### src/rtl/pipe_hazard_ctrl.sv
// pipe_hazard_ctrl: load-use / redirect / mult-div hazard controller for the 5-stage MIPS pipeline
//   in : clk, reset (sync, active-high), rsID/rtID/useRsID/useRtID (ID sources),
//        MemReadEX/rtEX/nopEX/BranchEX/zeroEX/JumpEX/multEX (ID/EX register outputs)
//   out: pc_en, pc_redirect, en_IFID, flush_IFID, en_IDEX, bubble_ID, bubble_EX, busy,
//        stall_cycles (saturating stall counter when HAZ_PERF_CNT_EN is defined, else 0)
module pipe_hazard_ctrl #(
  parameter int MULT_LAT = 4
) (
  input  logic        clk,
  input  logic        reset,
  input  logic [4:0]  rsID,
  input  logic [4:0]  rtID,
  input  logic        useRsID,
  input  logic        useRtID,
  input  logic        MemReadEX,
  input  logic [4:0]  rtEX,
  input  logic        nopEX,
  input  logic        BranchEX,
  input  logic        zeroEX,
  input  logic        JumpEX,
  input  logic        multEX,
  output logic        pc_en,
  output logic        pc_redirect,
  output logic        en_IFID,
  output logic        flush_IFID,
  output logic        en_IDEX,
  output logic        bubble_ID,
  output logic        bubble_EX,
  output logic        busy,
  output logic [31:0] stall_cycles
);
  typedef enum logic {RUN, MULT} state_t;
  localparam logic MULT_MULTI = (MULT_LAT > 1);
  localparam logic [3:0] CNT_START = 4'(MULT_LAT - 2);
  state_t state_q, state_d;
  logic [3:0] cnt_q, cnt_d;
  logic redirect, loaduse, mstart;
  always_comb begin
    redirect = ~nopEX & ((BranchEX & zeroEX) | JumpEX);
    loaduse = ~nopEX & MemReadEX & (rtEX != 5'd0) &
              ((useRsID & (rsID == rtEX)) | (useRtID & (rtID == rtEX)));
    mstart = ~nopEX & multEX & MULT_MULTI;
  end
  always_comb begin
    pc_en = 1'b1;
    en_IFID = 1'b1;
    en_IDEX = 1'b1;
    pc_redirect = 1'b0;
    flush_IFID = 1'b0;
    bubble_ID = 1'b0;
    bubble_EX = 1'b0;
    busy = 1'b0;
    state_d = state_q;
    cnt_d = cnt_q;
    if (reset) begin
      pc_en = 1'b0;
      en_IFID = 1'b0;
      en_IDEX = 1'b0;
      bubble_ID = 1'b1;
      bubble_EX = 1'b1;
      state_d = RUN;
      cnt_d = 4'd0;
    end else if (state_q == MULT) begin
      // The release cycle (cnt==0) lets the pipe advance and ignores all new hazards.
      busy = 1'b1;
      if (cnt_q != 4'd0) begin
        pc_en = 1'b0;
        en_IFID = 1'b0;
        en_IDEX = 1'b0;
        bubble_EX = 1'b1;
        cnt_d = cnt_q - 4'd1;
      end else begin
        state_d = RUN;
      end
    end else if (redirect) begin
      pc_redirect = 1'b1;
      flush_IFID = 1'b1;
      bubble_ID = 1'b1;
    end else if (mstart) begin
      // This cycle is the first of MULT_LAT in EX; MULT covers the remaining MULT_LAT-1.
      pc_en = 1'b0;
      en_IFID = 1'b0;
      en_IDEX = 1'b0;
      bubble_EX = 1'b1;
      state_d = MULT;
      cnt_d = CNT_START;
    end else if (loaduse) begin
      pc_en = 1'b0;
      en_IFID = 1'b0;
      bubble_ID = 1'b1;
    end
  end
  always_ff @(posedge clk) begin
    if (reset) begin
      state_q <= RUN;
      cnt_q <= 4'd0;
    end else begin
      state_q <= state_d;
      cnt_q <= cnt_d;
    end
  end
`ifdef HAZ_PERF_CNT_EN
  logic [31:0] stall_q, stall_d;
  always_comb stall_d = (~pc_en & ~&stall_q) ? stall_q + 32'd1 : stall_q;
  always_ff @(posedge clk) begin
    if (reset) stall_q <= 32'd0;
    else stall_q <= stall_d;
  end
  assign stall_cycles = stall_q;
`else
  assign stall_cycles = 32'd0;
`endif
endmodule

### config.mk
export PLATFORM = sky130hd
export DESIGN_NAME = pipe_hazard_ctrl
export DESIGN_NICKNAME = d
export VERILOG_FILES = /design/src/rtl/pipe_hazard_ctrl.sv
export SDC_FILE = /design/constraint.sdc
export NUM_CORES = 1
export LEC_CHECK = 0
export CORE_UTILIZATION = 33
export DETAILED_ROUTE_END_ITERATION = 7
export GPL_TIMING_DRIVEN = 1
export PLACE_DENSITY = 0.86
export SLEW_MARGIN = 20
export SYNTH_ARGS = -nofsm -noshare
export SYNTH_HDL_FRONTEND = slang
export SYNTH_SLANG_ARGS = --single-unit
### constraint.sdc
create_clock -name clk -period 3.4 [get_ports clk]
set_input_delay 1.02 -clock clk [delete_from_list [all_inputs] [get_ports clk]]
set_output_delay 1.02 -clock clk [all_outputs]
set_load 0.01 [all_outputs]
==> run metrics, run 1 <==
status=completed; total of fill cells in the finished design=202; DR pass1 iterations=4; maximum net fanout on the critical path=2; non-filler cells in the finished layout=158; fraction of the mapped netlist area in adder cells=1.74%; TritonCTS clock tree=built; simple-gate area share of the yosys netlist=16.6%; cell chosen for the clock root=sky130_fd_sc_hd__clkbuf_4; final setup violation count=0; kind of end point of the critical path=primary output; number of cell rows=16; Area after DPL=0.00102 sq mm; initial core utilization=35.9%; First DRT Iteration DRCs=8; area of the core region=0.00200 sq mm; Bufs on Longest Clock Path=2; Max stage delay cell, worst path=sky130_fd_sc_hd__o31a_1; Synth Cell Area=718 sq um; post-route ant nets=0; gate count of the mapped netlist=87; area fraction in compound gates after synthesis=17.4%; DP Cell Count=154; residual DRC count=0; met2 routing resource usage after global routing=25.2%; Remaining Overflow, GRT=0; routed wire length=1590 um; Pwr per Cell Area=232 mW/mm^2; Vias=661; post-layout min period=3.33 ns; Syn-to-layout area delta=40.2%; vias in the first global route=601; total count of max-transition violations in the final report=0; critical path's top delay family=compound AO/OA/AOI/OAI gates; met3 capacity usage during global routing=4.09%; I/O pin count=65; number of warnings issued by yosys=0; share of the clock period used by the worst path=97.9%; maximum level of the CTS H-tree=1; global-route total usage across every layer=13.6%; commonest cells after routing, fill and taps aside=sky130_fd_sc_hd__conb_1, sky130_fd_sc_hd__dlygate4sd2_1, sky130_fd_sc_hd__buf_4; final standard cell area without fillers=0.00101 sq mm; synthesized-area fraction occupied by xor and xnor cells=12.2%; synthesis-stage register bit count=5; leakage power summed over all cells=0.512 nW; number of library cell types mapped by synthesis=29; grt met1 use=12.8%; die height=48.7 um; number of synthesized flops with an enable pin=0; Critical Setup Path Class=in -> out; Net Sw Frac=33.4%; clock-pin transition on the worst setup and hold timing paths=0.04 ns; kind of start point of the critical path=input pin; net switching power figure=78.0 uW; busiest metal layer after global routing=met2; Worst IR Drop VDD=0.138 mV; Hold/Removal Path Class=reg -> reg; maximum clock frequency=300 MHz; delay of the slowest critical-path stage=0.31 ns; count of inserted antenna diode cells=0; most common cell after layout, fill and taps aside=sky130_fd_sc_hd__conb_1; unrepaired setup endpoints after global routing=false; post-detailed-route via-to-cell ratio=4.18; ratio of cells with drive above 1 in the final layout=22.1%; number of failing hold endpoints at the final stage=0; pin count of the biggest net entering global routing=8; final RePlAce weighted congestion=0.872; IO buf count=32; die area=0.00237 sq mm; number of nets at the end of the flow=158; Arrival @ worst endpoint=2.31 ns; proportion of register bits with asynchronous set or reset after synthesis=0%; Sink Count=5; share of the yosys chip area belonging to registers=13.9%; combinational share of power=43.1%; Skew-Pair Late Insertion Delay=0.24 ns; crit path cell chain=dlygate4sd2_1 -> xor2_1 -> nor4_1 -> a32oi_1 -> o31a_1 -> buf_2; Mapped Avg Cell Area=8.26 sq um; Inserted Clock Buffers=3; placed wire-length estimate=1380 um; wire length of the first global-routing pass=2450 um; die width=48.7 um; Post-Route Skew=0.00251 ns; Power Internal=155 uW; share of cell area taken by muxes after synthesis=0%; power share of the sequential group=27.4%; antenna violations before repair=0; buffering stage count on the worst path with inverters included=2; worst endpoint required time=2.38 ns; clock group share of total power=29.5%; number of maximum-capacitance violations=0; wire per inst=10.0 um; ys flop type=sky130_fd_sc_hd__dfxtp_1; combinational family with the most area after synthesis=buffers and inverters
-- synth_stat cells, types with 2 or more instances --
library cell | count | area share [%]
sky130_fd_sc_hd__dfxtp_1 | 5 | 14
sky130_fd_sc_hd__nor2_1 | 3 | 1.6
sky130_fd_sc_hd__xor2_1 | 8 | 9.8
sky130_fd_sc_hd__nand2_1 | 2 | 1.0
sky130_fd_sc_hd__a21oi_1 | 3 | 2.1
sky130_fd_sc_hd__xnor2_1 | 2 | 2.4
sky130_fd_sc_hd__nor4_1 | 3 | 2.6
sky130_fd_sc_hd__or3_1 | 3 | 2.6
sky130_fd_sc_hd__o21ai_0 | 2 | 1.4
sky130_fd_sc_hd__buf_4 | 34 | 36
sky130_fd_sc_hd__inv_1 | 4 | 2.1
-- through the flow --
step           setup TNS [ns]  total power, mW  utilization [%]  hold WS [ns]  setup slack (ns)
6_report                    0            0.233             50.3         0.486            0.0701
5_1_grt                     0            0.249             50.3         0.494          0.000754
4_1_cts                     0            0.237             50.2         0.478           0.00938
3_5_place_dp            -2.75            0.176             50.7         0.472            -0.553
3_3_place_gp            -2.51            0.173             50.7         0.450            -0.553
2_1_floorplan               0            0.144                -         0.435             0.311
-- final timing paths --
path                         start                    end  slack [ns]  cells after the start
max reg2reg  cnt_q[0]$_SDFFE_PP0P_  cnt_q[3]$_SDFFE_PP0P_        1.82                      6
max                        rtID[2]                  pc_en        0.07                      6
min          cnt_q[0]$_SDFFE_PP0P_  cnt_q[0]$_SDFFE_PP0P_        0.49                      2
min reg2reg  cnt_q[0]$_SDFFE_PP0P_  cnt_q[0]$_SDFFE_PP0P_        0.49                      2
-- repair_timing --
action	4_1_cts	5_1_grt
buffers inserted	0	0
pin swaps	6	5
gates resized for setup	35	8
endpoints found under the setup margin	7	5
hold buffers	0	0
-- final cells by class --
type                            instances  area [sq um]  share of cell area [%]
Clock buffer                            4          26.3                    2.61
Multi-Input combinational cell         75           470                    46.7
Timing Repair Buffer                   43           362                    35.9
Tap cell                               27          33.8                    3.35
Sequential cell                         5           100                    9.94
Inverter                                4          15.0                    1.49
-- metal layers --
metal,wire [um],up-vias
li1,-,319
met1,562,289
met2,856,48
met3,133,5
met4,31,0
met5,0,-
-- power by group through the flow --
stage	registers [mW]	logic (mW)	clock network, mW
floorplan	0.0641	0.0797	0
global placement	0.0644	0.109	0
detailed placement	0.0648	0.111	0
CTS	0.0638	0.101	0.0720
global route	0.0640	0.110	0.0758
finish	0.0638	0.101	0.0688
-- cells by family (layout without fill, tap and decap cells) --
logic type,count (synthesis),count (layout)
buffers and inverters,38,51
and+or+nand+nor,19,19
AOI/OAI and AO/OA,13,13
xor gates and xnor gates,10,10
DFF,5,5
adders and majority gates,1,1
other,1,32
-- registers in the layout, indices dropped and copies added, names as in the netlist --
| name | count |
|---|---|
| cnt_q | 4 |
| state_q | 1 |
-- worst min-delay path: stages, from the launching register on --
cell	delay (ns)
sky130_fd_sc_hd__dfxtp_1	0.32
sky130_fd_sc_hd__nand2_1	0.06
sky130_fd_sc_hd__a21oi_1	0.06
No activity file was read; power rests on OpenSTA's default activity.
==> run 2: changes to the inputs <==
- SKIP_LAST_GASP: not set -> 1
==> run 2 against run 1 <==
Against the previous run: utilization increased by 0.19 points; maximum frequency shrank 0.11%; clock-buffer cell count unchanged; hold slack is the same; sequential share of layout area about the same; combinational power is essentially flat; non-clock buffer count did not move; total power about the same; register-to-register slack about the same; largest power group unchanged.
==> run metrics, run 2 (same netlist as run 1, synthesis figures left out) <==
final setup violation count=0 (unchanged); post-layout min period=3.33 ns (about the same); wire length of the first global-routing pass=2450 um (unchanged); unrepaired setup endpoints after global routing=false (unchanged); maximum net fanout on the critical path=2 (unchanged); post-detailed-route via-to-cell ratio=4.18 (unchanged); First DRT Iteration DRCs=9 (was 8); number of cell rows=16 (unchanged); status=completed (unchanged); most common cell after layout, fill and taps aside=sky130_fd_sc_hd__conb_1 (unchanged); die width=48.7 um (unchanged); number of maximum-capacitance violations=0 (unchanged); Syn-to-layout area delta=40.8% (was 40.2%); routed wire length=1580 um (was 1590 um); kind of start point of the critical path=input pin (unchanged); Arrival @ worst endpoint=2.31 ns (about the same); cell chosen for the clock root=sky130_fd_sc_hd__clkbuf_4 (unchanged); count of inserted antenna diode cells=0 (unchanged); total count of max-transition violations in the final report=0 (unchanged); non-filler cells in the finished layout=158 (unchanged); kind of end point of the critical path=primary output (unchanged); global-route total usage across every layer=13.6% (unchanged); leakage power summed over all cells=0.526 nW (was 0.512 nW); area of the core region=0.00200 sq mm (unchanged); total negative slack=0 ns (unchanged); Bufs on Longest Clock Path=2 (unchanged); commonest cells after routing, fill and taps aside=sky130_fd_sc_hd__conb_1, sky130_fd_sc_hd__dlygate4sd2_1, sky130_fd_sc_hd__buf_4 (unchanged); antenna violations before repair=0 (unchanged); maximum clock frequency=300 MHz (about the same); ratio of cells with drive above 1 in the final layout=22.1% (unchanged); number of failing hold endpoints at the final stage=0 (unchanged); worst hold margin=0.486 ns (unchanged); pin count of the biggest net entering global routing=8 (unchanged); die height=48.7 um (unchanged); Hold/Removal Path Class=reg -> reg (unchanged); DR pass1 iterations=4 (unchanged); Remaining Overflow, GRT=0 (unchanged); wire per inst=10.0 um (about the same); number of nets at the end of the flow=158 (unchanged); hold_buf cts=0 (unchanged); placed wire-length estimate=1380 um (unchanged); post-route ant nets=0 (unchanged); Final Worst Setup Slack=0.0665 ns (was 0.0701 ns); DP Cell Count=154 (unchanged); Area after DPL=0.00102 sq mm (unchanged); worst setup slack after placement=-0.553 ns (unchanged); worst endpoint required time=2.38 ns (about the same); final standard cell area without fillers=0.00101 sq mm (about the same); Largest register FFs=4 (unchanged); largest registers=cnt_q x4, state_q x1 (unchanged); Worst IR Drop VDD=0.138 mV (about the same); vias in the first global route=601 (unchanged); Post-Route Skew=0.00251 ns (unchanged); Skew-Pair Late Insertion Delay=0.24 ns (about the same); Sink Count=5 (unchanged); residual DRC count=0 (unchanged); IO buf count=32 (unchanged); Pwr per Cell Area=231 mW/mm^2 (was 232 mW/mm^2); register with the most flip-flops=cnt_q (unchanged); maximum level of the CTS H-tree=1 (unchanged); share of the clock period used by the worst path=98.0% (was 97.9%); final RePlAce weighted congestion=0.872 (unchanged); clock-pin transition on the worst setup and hold timing paths=0.04 ns (about the same); TritonCTS clock tree=built (unchanged); initial core utilization=35.9% (unchanged); Inserted Clock Buffers=3 (unchanged); Vias=661 (unchanged); I/O pin count=65 (unchanged); die area=0.00237 sq mm (unchanged); Critical Setup Path Class=in -> out (unchanged)
-- run 2: final cells by class --
cell class              instances  area [sq um]
fillers                       200           991
flip-flops and latches          5           100
well taps                      27          33.8
multi-input cells              75           470
clock buffers                   4          26.3
inverters                       4          15.0
repair buffers                 43           365
-- run 2: where the power goes --
group	internal (mW)	switching [mW]	leakage [nW]
clock network	0.0444	0.0244	0.0150
logic	0.0495	0.0512	0.470
registers	0.0614	0.00238	0.0406
-- run 2: worst paths after layout --
kind / to / depth (start not counted) / slack, ns / startpoint
min: cnt_q[0]$_SDFFE_PP0P_ / 2 / 0.49 / cnt_q[0]$_SDFFE_PP0P_
max reg2reg: cnt_q[3]$_SDFFE_PP0P_ / 6 / 1.82 / cnt_q[0]$_SDFFE_PP0P_
min reg2reg: cnt_q[0]$_SDFFE_PP0P_ / 2 / 0.49 / cnt_q[0]$_SDFFE_PP0P_
max: en_IFID / 6 / 0.07 / rtID[2]
-- run 2: critical path, cell delays in order --
cell and delay [ns]:
sky130_fd_sc_hd__dlygate4sd2_1 0.25, sky130_fd_sc_hd__xor2_1 0.14, sky130_fd_sc_hd__nor4_1 0.27, sky130_fd_sc_hd__a32oi_1 0.17, sky130_fd_sc_hd__o31a_1 0.32, sky130_fd_sc_hd__buf_2 0.14
-- run 2: routing by layer --
metal | global-route usage, % | part of all wire [%] | wire [um] | vias up
li1 | - | - | - | 319
met1 | 12.8 | 35 | 551 | 289
met2 | 25.2 | 54 | 855 | 48
met3 | 4.09 | 9.1 | 144 | 5
met4 | 8.33 | 2.0 | 31 | 0
met5 | 0 | 0 | 0 | -
-- run 2: metrics by stage --
| step | utilization (%) | power, mW |
|---|---|---|
| 6_report | 50.5 | 0.233 |
| 5_1_grt | 50.5 | 0.249 |
| 3_3_place_gp | 50.7 | 0.173 |
| 4_1_cts | 50.6 | 0.238 |
| 2_1_floorplan | - | 0.144 |
| 3_5_place_dp | 50.7 | 0.176 |
-- run 2: timing repair --
action,in CTS,in global routing
setup endpoints to repair,7,6
gates resized for setup,32,10
pin swaps,6,6
setup buffers,0,0
